File: config.mk
export PLATFORM = sky130hd
export DESIGN_NAME = axi_arbiter_rd
export DESIGN_NICKNAME = d
export VERILOG_FILES = /design/src/rtl/axi_arb_pkg.sv /design/src/rtl/rr_prio_enc.sv /design/src/rtl/axi_arbiter_rd.sv
export SDC_FILE = /design/constraint.sdc
export NUM_CORES = 1
export LEC_CHECK = 0
export BUFFER_PORTS_ARGS = -buffer_cell sky130_fd_sc_hd__buf_2
export CELL_PAD_IN_SITES_DETAIL_PLACEMENT = 0
export CELL_PAD_IN_SITES_GLOBAL_PLACEMENT = 1
export CORE_AREA = 2 2 55 57
export CTS_CLUSTER_DIAMETER = 100
export DETAILED_ROUTE_END_ITERATION = 7
export DIE_AREA = 0 0 57 59
export PLACE_DENSITY_LB_ADDON = 0.1
export SYNTH_ARGS = -nofsm -noshare
export SYNTH_HDL_FRONTEND = slang
export SYNTH_SLANG_ARGS = --single-unit
File: constraint.sdc
create_clock -name ACLK -period 4.9 [get_ports ACLK]
set_input_delay 0.49 -clock ACLK [delete_from_list [all_inputs] [get_ports ACLK]]
set_output_delay 0.49 -clock ACLK [all_outputs]
set_load 0.01 [all_outputs]
File: src/rtl/axi_arb_pkg.sv
// Shared types and helpers for the AXI read/write transaction arbiters.
// rr_pick is sized for the largest supported master count so both arbiters can reuse it.
package axi_arb_pkg;

  typedef enum logic [1:0] {ARB_IDLE, ARB_ADDR, ARB_DATA} arb_state_e;

  localparam int STAT_W = 16;
  localparam int MAX_M  = 8;
  localparam int PTR_W  = 3;

  // One-hot winner: first set bit of req scanning from ptr+1 upward, wrapping modulo n.
  // The scan runs in reverse order so the candidate nearest ptr+1 is written last and wins.
  function automatic logic [MAX_M-1:0] rr_pick(input logic [MAX_M-1:0] req,
                                              input logic [PTR_W-1:0] ptr,
                                              input int n);
    logic [MAX_M-1:0] win;
    logic [PTR_W-1:0] sel;
    win = '0;
    for (int k = MAX_M; k >= 1; k--) begin
      if (k <= n) begin
        sel = PTR_W'((int'(ptr) + k) % n);
        if (req[sel]) begin
          win      = '0;
          win[sel] = 1'b1;
        end
      end
    end
    return win;
  endfunction

endpackage

File: src/rtl/rr_prio_enc.sv
// Combinational round-robin priority encoder: one-hot winner, its index and an any-request flag.
module rr_prio_enc
  import axi_arb_pkg::*;
#(
  parameter int NUM_M = 4,
  parameter int IDX_W = $clog2(NUM_M)
) (
  input  logic [NUM_M-1:0] req,
  input  logic [IDX_W-1:0] ptr,
  output logic [NUM_M-1:0] onehot,
  output logic [IDX_W-1:0] idx,
  output logic             any
);

  logic [MAX_M-1:0] pick;

  always_comb begin
    pick   = rr_pick(MAX_M'(req), PTR_W'(ptr), NUM_M);
    onehot = pick[NUM_M-1:0];
    any    = |pick;
    idx    = '0;
    for (int i = 0; i < NUM_M; i++) begin
      if (pick[i]) idx = IDX_W'(i);
    end
  end

endmodule

File: src/rtl/axi_arbiter_rd.sv
// Burst-level round-robin arbiter for the shared AXI read path (AR + R).
// Optional per-master burst counters are enabled with the macro AXI_ARB_RD_STAT_EN.
module axi_arbiter_rd
  import axi_arb_pkg::*;
#(
  parameter int NUM_M = 4,
  parameter int IDX_W = $clog2(NUM_M)
) (
  input  logic             ACLK,
  input  logic             ARESET,
  input  logic [NUM_M-1:0] m_arvalid,
  input  logic             s_arready,
  input  logic             s_rvalid,
  input  logic             s_rready,
  input  logic             s_rlast,
  output logic [NUM_M-1:0] grant,
  output logic [IDX_W-1:0] grant_idx,
  output logic             busy
`ifdef AXI_ARB_RD_STAT_EN
  ,
  input  logic                    stat_clr,
  output logic [NUM_M*STAT_W-1:0] stat_bursts
`endif
);

  arb_state_e       state_reg;
  logic [IDX_W-1:0] rr_ptr_reg;
  logic [IDX_W-1:0] enc_ptr;
  logic [NUM_M-1:0] win_onehot;
  logic [IDX_W-1:0] win_idx;
  logic             win_any;
  logic             burst_done;

  assign burst_done = (state_reg == ARB_DATA) && s_rvalid && s_rready && s_rlast;

  // On completion the pointer moves to the finishing master in the same cycle it re-arbitrates.
  assign enc_ptr = (state_reg == ARB_DATA) ? grant_idx : rr_ptr_reg;

  rr_prio_enc #(
    .NUM_M (NUM_M),
    .IDX_W (IDX_W)
  ) u_enc (
    .req    (m_arvalid),
    .ptr    (enc_ptr),
    .onehot (win_onehot),
    .idx    (win_idx),
    .any    (win_any)
  );

  always_ff @(posedge ACLK or posedge ARESET) begin
    if (ARESET) begin
      state_reg  <= ARB_IDLE;
      grant      <= '0;
      grant_idx  <= '0;
      busy       <= 1'b0;
      rr_ptr_reg <= IDX_W'(NUM_M - 1);
    end else begin
      case (state_reg)
        ARB_IDLE: begin
          if (win_any) begin
            grant     <= win_onehot;
            grant_idx <= win_idx;
            busy      <= 1'b1;
            state_reg <= ARB_ADDR;
          end
        end
        ARB_ADDR: begin
          // R-channel activity is ignored here: no burst has been issued yet.
          if (m_arvalid[grant_idx] && s_arready) state_reg <= ARB_DATA;
        end
        ARB_DATA: begin
          if (burst_done) begin
            rr_ptr_reg <= grant_idx;
            if (win_any) begin
              grant     <= win_onehot;
              grant_idx <= win_idx;
              state_reg <= ARB_ADDR;
            end else begin
              grant     <= '0;
              busy      <= 1'b0;
              state_reg <= ARB_IDLE;
            end
          end
        end
        default: begin
          grant     <= '0;
          busy      <= 1'b0;
          state_reg <= ARB_IDLE;
        end
      endcase
    end
  end

`ifdef AXI_ARB_RD_STAT_EN
  for (genvar gi = 0; gi < NUM_M; gi++) begin : g_stat
    logic [STAT_W-1:0] cnt_reg;

    always_ff @(posedge ACLK or posedge ARESET) begin
      if (ARESET) begin
        cnt_reg <= '0;
      end else if (stat_clr) begin
        cnt_reg <= '0;
      end else if (burst_done && (grant_idx == IDX_W'(gi)) && (cnt_reg != '1)) begin
        cnt_reg <= cnt_reg + 1'b1;
      end
    end

    assign stat_bursts[gi*STAT_W +: STAT_W] = cnt_reg;
  end
`endif

endmodule

==> flow_summary.toml <==
[cells_and_area]
fin_nets = 151
register_area_sq_um = 278
area_growth_pct = 11.6
regMostFlops = "grant"
multi_input_area_sq_um = 779
largest_register_ffs = 4
finalNonFillerCells = 163
nFillCells = 287
final_cell_mix = "inv_1, buf_2, dfrtp_1"
n_antenna_cell = 0
layout-drive-gt1-share_pct = 31.1
layout_commonest_cell = "inv_1"
final_cell_area_sq_um = 1270

[route]
vias = 1000
vias_per_cell = 6.13
drc = 0
drt-initial-drc-count = 33
firstDrtPassIters = 4
avgRoutedWirePerCell_microns = 15.6
drt_wl_total_mm = 2.54
antenna_left = 0

[sta]
period_share_pct = 79.2
setup_violations = 0
whs_ps = 185
layout_setup_ws_ps = 1020
slew_viol_final = 0
setup_tns_ps = 0
post-route-min-period_ps = 3880
worst-slew-pin-transition_ps = 652
hold_viol = 0
slew_headroom_pct = 56.2
rsz0062_at_grt = "no"
fmax_ghz = 0.258
finClkSkew_ps = 9.33

[cts]
clk_pin_slew_worst_paths_ps = 80
post_cts_buffers = 0
cts_tree = "built"
cts_buffers = 3
hold_buffers = 0
clk_latency_ps = 280
cts_buffer_depth = 2
clock_sinks = 11
post_cts_resized = 0
htreeDepth = 1
clockRootBuffer = "clkbuf_4"

[global_routing]
grt_usage_pct = 16.4
grt_pass1_wl_mm = 4.37
grt_pass1_vias = 985
grt_max_degree = 14
grt-ovfl-total = 0
antenna_found_initial = 0

[floorplanning]
coreArea_sq_um = 2710
die_h_microns = 59
floorplan.initialDensity_pct = 42.1
rows = 19
die_w_microns = 57
die-area_sq_um = 3360
io_pins = 17

[placement]
place_ws_ps = 1030
place_congestion = 0.848
dp_cells = 159
dp_hpwl_mm = 1.94
port-buffer-count = 16
place_area_sq_um = 1250

[critical_path]
cp.arrival_ps = 4050
reg2reg_depth = 9
start_kind = "flip-flop"
rrSetupSlack_ps = 1020
path_class = "reg2reg"
startpoint = "state_reg[0]$_DFFE_PP0P_"
r2r-end = "grant_idx[1]$_DFFE_PP0P_"
worst-path-max-fanout = 12
crit_path_end_kind = "flip-flop"
crit_required_ps = 5070
worstSetupEndpoint = "grant_idx[1]$_DFFE_PP0P_"
r2r_start = "state_reg[0]$_DFFE_PP0P_"

[yosys]
ys_ff_latch = 11
ys_types = 42
yosysWarnings = 0
synth_area_sq_um = 1140
netlist_instances = 115
syn_nets = 133
ys_seq_area_share_pct = 24.4
synth_area_per_cell_sq_um = 9.91

[status]
status = "finished, final reports clean"

[run]
max-cap-violations = 0

[pwr]
p_leak_uw = 0.000573
power_density_nw_per_um2 = 812
ir_drop_v = 0.000529

[worst_hold_path]
hold_path.class = "in2async"
-- cells in the mapped netlist (all sizes together) --
master | number | area (sq um)
a21bo | 1 | 10.0
and3b | 1 | 8.76
a211oi | 3 | 22.5
o2111ai | 1 | 8.76
or3 | 3 | 28.8
a21o | 1 | 15.0
or2b | 1 | 7.51
o21ai | 5 | 28.8
nand3 | 1 | 5.00
dfrtp | 9 | 225
o211ai | 2 | 15.0
nand4 | 1 | 6.26
o22ai | 1 | 6.26
dfstp | 2 | 52.6
o31a | 2 | 17.5
nand3b | 1 | 7.51
mux2i | 6 | 60.1
a2111oi | 3 | 26.3
nor2 | 5 | 18.8
buf | 1 | 5.00
o31ai | 1 | 7.51
mux4 | 5 | 116
o41ai | 1 | 8.76
ha | 8 | 100
a31oi | 1 | 6.26
o311ai | 2 | 17.5
or2 | 1 | 6.26
nand2 | 7 | 26.3
nor4bb | 1 | 10.0
mux2 | 3 | 33.8
inv | 18 | 70.1
o32ai | 4 | 65.1
nor2b | 1 | 6.26
clkbuf | 2 | 7.51
o221a | 3 | 33.8
o221ai | 3 | 26.3
a21oi | 2 | 10.0
nand2b | 2 | 12.5
-- cell type report --
type | instances | area share, %
clock buffer | 4 | 2.06
sequential | 11 | 21.8
inverter | 18 | 5.51
tap | 31 | 3.05
timing repair buffer | 16 | 6.29
multi-input combinational | 83 | 61.3
-- per-stage QoR --
step                utilization [%]  total power [uW]
floorplan                         -               816
global placement               46.0               960
detailed placement             46.0               971
CTS                            47.0              1040
global route                   47.0              1140
finish                         47.0              1030
-- layer usage --
layer	part of all wire [%]	vias up	track usage [%]
li1	-	480	-
met2	51	28	29.4
met1	44	487	20.2
met4	1.9	0	7.64
met5	0	-	0
met3	3.1	5	0.873
-- worst max-delay path, stage by stage (launching register included) --
cell	delay, ps
dfrtp_1	610
nand2b_1	320
mux2_2	470
ha_1	380
mux4_2	380
or3_4	420
o221a_2	310
or3_4	390
o21ai_2	150
mux2_2	340
-- how the worst min path moves through the flow --
stage,cells after the start,slack [ps],endpoint
global route,2,230,grant_idx[0]$_DFFE_PP0P_
finish,2,190,grant[0]$_DFFE_PP0P_
CTS,2,210,state_reg[0]$_DFFE_PP0P_
floorplan,1,340,busy$_DFFE_PP0P_
detailed placement,2,510,grant_idx[0]$_DFFE_PP0P_
global placement,2,510,grant_idx[0]$_DFFE_PP0P_
-- report_power, final --
group	total [uW]	internal, uW	switching (uW)
Sequential	202	139	62.2
Clock	64.6	31.6	33.0
Combinational	767	366	401
-- cell families after synthesis --
| group | count (synthesis) | synth area share (%) |
|---|---|---|
| adders and majority gates | 8 | 8.78 |
| muxes | 14 | 18.4 |
| DFF | 11 | 24.4 |
| AOI/OAI and AO/OA | 36 | 28.5 |
| buffers and inverters | 21 | 7.24 |
| and+or+nand+nor | 25 | 12.6 |
Note: power is estimated with default switching activity, not from simulation.
